===== config.mk =====
export PLATFORM = sky130hd
export DESIGN_NAME = poly_stream_out
export DESIGN_NICKNAME = d
export VERILOG_FILES = /design/src/rtl/poly_stream_out.sv
export SDC_FILE = /design/constraint.sdc
export NUM_CORES = 1
export LEC_CHECK = 0
export BUFFER_PORTS_ARGS = -buffer_cell sky130_fd_sc_hd__buf_2
export CELL_PAD_IN_SITES_DETAIL_PLACEMENT = 0
export CELL_PAD_IN_SITES_GLOBAL_PLACEMENT = 1
export CORE_MARGIN = 4
export CORE_UTILIZATION = 45
export DETAILED_ROUTE_END_ITERATION = 10
export GPL_TIMING_DRIVEN = 0
export PLACE_DENSITY_LB_ADDON = 0.1
export SLEW_MARGIN = 20
export SYNTH_ARGS = -nofsm -noshare
export SYNTH_HDL_FRONTEND = slang
export SYNTH_SLANG_ARGS = --single-unit
export TNS_END_PERCENT = 5

===== constraint.sdc =====
create_clock -name clk -period 7.45 [get_ports clk]
set_input_delay 1.8625 -clock clk [delete_from_list [all_inputs] [get_ports clk]]
set_output_delay 1.8625 -clock clk [all_outputs]
set_load 0.05 [all_outputs]

===== src/rtl/poly_stream_out.sv =====
// poly_stream_out
//
// Drain stage for the polynomial-ops datapath. Once an element-wise op has
// written its result polynomial into the dual-port BRAM pair, this block reads
// it back four coefficients per read cycle and streams them out on a
// valid/ready interface. A small credit-tracked FIFO absorbs backpressure.
// A BRAM read is only issued when its returning data is guaranteed a FIFO
// slot, so reads are never stalled mid-flight.
//
// Coefficient i lives in bank i%2 at address i/2. Beat b therefore reads
// address 2b (port a) and 2b+1 (port b) of banks 0 and 1 in one cycle.
//
// Ports
//   clk, reset      clock and synchronous active-high reset
//   start           begin draining one polynomial (only looked at in IDLE)
//   bram_en/we      per-bank enable / write enable (banks 0..3)
//   bram_addr_a/b   per-bank port a / port b addresses
//   bram_di_a/b     per-bank write data (always zero, this block only reads)
//   bram_do_a/b     per-bank read data, valid the cycle after en
//   m_data          beat b: [K-1:0]=4b, [2K-1:K]=4b+1, [3K-1:2K]=4b+2, [4K-1:3K]=4b+3
//   m_valid/m_ready stream handshake
//   m_last          high on the final beat (N/4-1)
//   busy            high while reading or draining
//   done            one-cycle pulse after the last beat is accepted

module poly_stream_out #(
    parameter int N          = 16,
    parameter int K          = 16,
    parameter int FIFO_DEPTH = 4,
    localparam int NB        = N / 4,
    localparam int BW        = (NB > 1) ? $clog2(NB) : 1,
    localparam int AW        = BW + 1
) (
    input  logic                  clk,
    input  logic                  reset,
    input  logic                  start,

    output logic [3:0]            bram_en,
    output logic [3:0]            bram_we,
    output logic [3:0][AW-1:0]    bram_addr_a,
    output logic [3:0][AW-1:0]    bram_addr_b,
    output logic [3:0][K-1:0]     bram_di_a,
    output logic [3:0][K-1:0]     bram_di_b,
    input  logic [3:0][K-1:0]     bram_do_a,
    input  logic [3:0][K-1:0]     bram_do_b,

    output logic [4*K-1:0]        m_data,
    output logic                  m_valid,
    input  logic                  m_ready,
    output logic                  m_last,
    output logic                  busy,
    output logic                  done
);

    localparam int FW = $clog2(FIFO_DEPTH);
    localparam int CW = FW + 1;
    localparam logic [CW:0]   DEPTH_W  = (CW + 1)'(FIFO_DEPTH);
    localparam logic [BW-1:0] LAST_PTR = BW'(NB - 1);

    typedef enum logic [1:0] {
        IDLE,
        READING,
        DRAIN,
        DONE
    } state_t;

    state_t              state;
    logic [BW-1:0]       rd_ptr;
    logic                inflight;
    logic                inflight_last;

    logic [4*K-1:0]      fifo_data [FIFO_DEPTH];
    logic [FIFO_DEPTH-1:0] fifo_last;
    logic [FW-1:0]       wr_idx;
    logic [FW-1:0]       rd_idx;
    logic [CW-1:0]       fifo_count;

    logic [CW:0]         credit_used;
    logic                issue;
    logic                last_issue;
    logic                push;
    logic                pop;
    logic [4*K-1:0]      push_data;
    logic                unused_bank_data;

    // Banks 2 and 3 are wired up but never read.
    assign unused_bank_data = ^{bram_do_a[3], bram_do_a[2], bram_do_b[3], bram_do_b[2]};

    // Credit rule: every slot is either occupied in the FIFO or reserved by
    // the read whose data arrives next cycle. A read is issued only when a
    // slot remains unreserved, so the push never finds the FIFO full.
    // Reset gates the enable so nothing is launched in the reset cycle.
    assign credit_used = {1'b0, fifo_count} + {{CW{1'b0}}, inflight};
    assign issue       = (state == READING) && !reset && (credit_used < DEPTH_W);
    assign last_issue  = issue && (rd_ptr == LAST_PTR);

    // Read data is pushed the cycle it appears; the pop side is the stream
    // handshake itself.
    assign push      = inflight;
    assign pop       = m_valid && m_ready;
    assign push_data = {bram_do_b[1], bram_do_b[0], bram_do_a[1], bram_do_a[0]};

    assign m_valid = (fifo_count != '0);
    assign m_data  = fifo_data[rd_idx];
    assign m_last  = m_valid && fifo_last[rd_idx];

    // BRAM drive: only banks 0 and 1 carry reads; both share the same
    // address pair (even word on port a, odd word on port b).
    always_comb begin
        bram_en     = '0;
        bram_we     = '0;
        bram_addr_a = '0;
        bram_addr_b = '0;
        bram_di_a   = '0;
        bram_di_b   = '0;
        bram_en[0]     = issue;
        bram_en[1]     = issue;
        bram_addr_a[0] = {rd_ptr, 1'b0};
        bram_addr_a[1] = {rd_ptr, 1'b0};
        bram_addr_b[0] = {rd_ptr, 1'b1};
        bram_addr_b[1] = {rd_ptr, 1'b1};
    end

    // Control FSM. inflight remembers last cycle's issue so the returning
    // data is pushed exactly once; inflight_last tags that beat as final.
    // busy and done are registered alongside the state transitions.
    always_ff @(posedge clk) begin
        if (reset) begin
            state         <= IDLE;
            rd_ptr        <= '0;
            inflight      <= 1'b0;
            inflight_last <= 1'b0;
            busy          <= 1'b0;
            done          <= 1'b0;
        end else begin
            inflight      <= issue;
            inflight_last <= last_issue;
            done          <= 1'b0;
            case (state)
                IDLE: begin
                    if (start) begin
                        state  <= READING;
                        rd_ptr <= '0;
                        busy   <= 1'b1;
                    end
                end
                READING: begin
                    if (issue) begin
                        if (last_issue) begin
                            rd_ptr <= '0;
                            state  <= DRAIN;
                        end else begin
                            rd_ptr <= rd_ptr + 1'b1;
                        end
                    end
                end
                DRAIN: begin
                    if (pop && m_last) begin
                        state <= DONE;
                        busy  <= 1'b0;
                        done  <= 1'b1;
                    end
                end
                DONE: begin
                    state <= IDLE;
                end
                default: begin
                    state <= IDLE;
                end
            endcase
        end
    end

    // FIFO pointers and occupancy. Pointers are FW bits wide so they wrap
    // modulo FIFO_DEPTH on their own. Simultaneous push and pop leave the
    // count unchanged.
    always_ff @(posedge clk) begin
        if (reset) begin
            wr_idx     <= '0;
            rd_idx     <= '0;
            fifo_count <= '0;
        end else begin
            if (push) begin
                wr_idx <= wr_idx + 1'b1;
            end
            if (pop) begin
                rd_idx <= rd_idx + 1'b1;
            end
            case ({push, pop})
                2'b10:   fifo_count <= fifo_count + 1'b1;
                2'b01:   fifo_count <= fifo_count - 1'b1;
                default: fifo_count <= fifo_count;
            endcase
        end
    end

    // FIFO storage needs no reset: the pointers decide what is visible, and
    // m_last is gated by m_valid so stale sideband bits never leak out.
    always_ff @(posedge clk) begin
        if (push) begin
            fifo_data[wr_idx] <= push_data;
            fifo_last[wr_idx] <= inflight_last;
        end
    end

endmodule


==> reports/metrics.yaml <==
htreeDepth: 1
post_cts_resize_count: 0
hold_viol: 0
worstMarginPinSlew_ps: 677
synth_cells: 601
ant_nets: 0
rsz0062_at_grt: "false"
port_buffers: 145
dr.pass1.iters: 5
reg2reg_from: "fifo_count[0]$_SDFFE_PP0P_"
start_kind: "input port"
grt_pass1_wl_um: 32900
n_fill_cell: 2039
outcome: "complete, no violations"
clock_path_buffers: 3
grt_usage_pct: 14.8
whs_path_depth: 0
drtIter0Drc: 423
route.detailed.wl_per_inst_um: 16.5
num_vias: 5741
postCtsSetupBuffers: 0
fin_total_pwr_mw: 4.57
worst_clock_skew_ps: 14.6
fmax_ghz: 0.205
finalCritPeriodShare_pct: 65.5
die_h_um: 167
yosysUniqueCellTypes: 36
clk_pin_slew_ps: 60
gp_congestion: 0.714
ys_warn_count: 0
synth-seq-cells: 277
clk_latency_ps: 520
grt_max_degree: 43
critical_path.endpoint: "bram_en[1]"
slew_viol_final: 0
post-route-min-period_ps: 4880
finalSetupTns_ps: 0
wirelength_um: 21100
synth_top_area_share_pct: 68.3
multi_input_area_um2: 2560
grt_pass1_vias: 6029
yosysSeqAreaShare_pct: 71.2
hold_start: "inflight_last$_SDFF_PP0_"
synthTopCellsByArea: "edfxtp_1 (68%), mux4_2 (13%), buf_4 (10%)"
n_antenna_cell: 0
die_w_um: 167
hp-class: "reg2reg"
netlist_area_um2: 11400
ir_drop_mv: 0.157
cts_hold_buffers: 0
dpl.hpwl_um: 14100
cap_violations: 0
drc: 0
clkSinkCount: 277
r2r_cells: 8
cts_tree: "done"
timing.reg2reg.setup_slack_ps: 5380
placementRows: 58
yosysMostFrequentCell: "edfxtp_1"
grt-ovfl-total: 0
dpl_cell_area_um2: 13300
avgSynthCellArea_um2: 19.0
core_area_um2: 25100
cts-root-buf: "clkbuf_16"
dieArea_um2: 28000
arrival_ps: 3020
drive_above_1_share_pct: 45.5
crit_fanout: 10
synth_flop_cell: "edfxtp_1"
setup_violations: 0
antenna_found_initial: 1
initial_utilization_pct: 45.6
async_reset_ff_share_pct: 0
viasPerCell: 4.49
wl_met2_um: 11200
synth_edf_count: 260
p_leak_nw: 5.57
crit_required_ps: 5590
final_area_um2: 14200
nNetsFinal: 1071
synth_commonest_cells: "edfxtp_1 (260), buf_4 (158), mux4_2 (64), dfxtp_1 (17)"
top_layer: "met5"
io_pins: 360
slew_headroom_pct: 54.9
cts_made_buffers: 29
area_growth_pct: 24.3
startpoint: "reset"
regArea_um2: 8150
pwr_density_cell_nw_per_um2: 322
end_kind: "primary output"
yosysTopAreaCell: "edfxtp_1"
wl_met3_um: 1560
path_class: "in2out"
wl_met1_um: 8090
reg2reg_to: "fifo_count[2]$_SDFFE_PP0P_"
## through the flow
| stage | instances | hold slack (ps) | setup slack [ps] | utilization (%) |
|---|---|---|---|---|
| after floorplan | 749 | 438 | 3030 | - |
| after global placement | 1224 | 450 | 2580 | 52.3 |
| after detailed placement | 1228 | 471 | 2580 | 52.8 |
| after CTS | 1279 | 479 | 2560 | 56.6 |
| after global routing | 1279 | 514 | 2440 | 56.6 |
| final | 1279 | 479 | 2570 | 56.6 |
## cells in the final DEF, fill, tap and decap left out, types with 4 or more instances in the layout
cell / n
clkbuf_1: 10
and2_4: 4
a21oi_1: 6
edfxtp_1: 260
mux4_2: 64
conb_1: 150
nor2_1: 10
buf_16: 4
o21ai_0: 4
inv_1: 10
buf_4: 158
buf_2: 153
clkbuf_16: 29
bufinv_16: 4
mux2i_1: 4
clkinv_2: 7
dfxtp_1: 17
ha_1: 9
## flip-flops by register name (all words and copies together) (netlist names), named ones only
signal / count
done: 1
fifo_last: 4
rd_ptr: 2
rd_idx: 2
fifo_data: 256
state: 2
inflight: 1
wr_idx: 2
fifo_count: 3
inflight_last: 1
busy: 1
## cell type report
class / count / area share, %
buffer: 174 / 8.84
clock buffer: 36 / 5.50
clock inverter: 15 / 1.25
inverter: 10 / 0.264
multi-input combinational: 288 / 18.0
sequential: 277 / 57.3
tap: 330 / 2.91
timing repair buffer: 149 / 5.88
## power breakdown
group	total [mW]	switching, mW	internal [mW]	leakage, nW
clock network	1.42	0.541	0.876	0.471
registers	1.83	0.0286	1.80	2.49
logic	1.33	0.927	0.400	2.61
## worst min path at each step
stage	slack, ps	end
after floorplan	440	fifo_last[0]$_DFFE_PP_
after global placement	450	fifo_last[0]$_DFFE_PP_
after detailed placement	470	fifo_last[1]$_DFFE_PP_
after CTS	480	fifo_last[0]$_DFFE_PP_
after global routing	510	fifo_last[1]$_DFFE_PP_
final	480	fifo_last[0]$_DFFE_PP_
## per-layer routing
layer	global-route usage (%)	vias up
li1	-	2672
met1	18.5	2822
met2	26.6	217
met3	3.61	28
met4	2.58	2
met5	0	-
## kinds of logic after synthesis
| family | Yosys count | share of synthesized area (%) |
|---|---|---|
| DFF | 277 | 71.2 |
| AOI/OAI and AO/OA | 21 | 1.25 |
| and+or+nand+nor | 34 | 1.65 |
| muxes | 68 | 13.0 |
| buffers and inverters | 184 | 11.3 |
| other | 2 | 0.0657 |
| adders and majority gates | 10 | 1.16 |
| xor gates and xnor gates | 5 | 0.383 |
## worst max-delay path, cell delays in order
cell,delay [ps]
buf_2,140
nor3b_2,420
and2_1,230
buf_4,110
buf_2,240
Note: power is estimated with default switching activity, not from simulation.
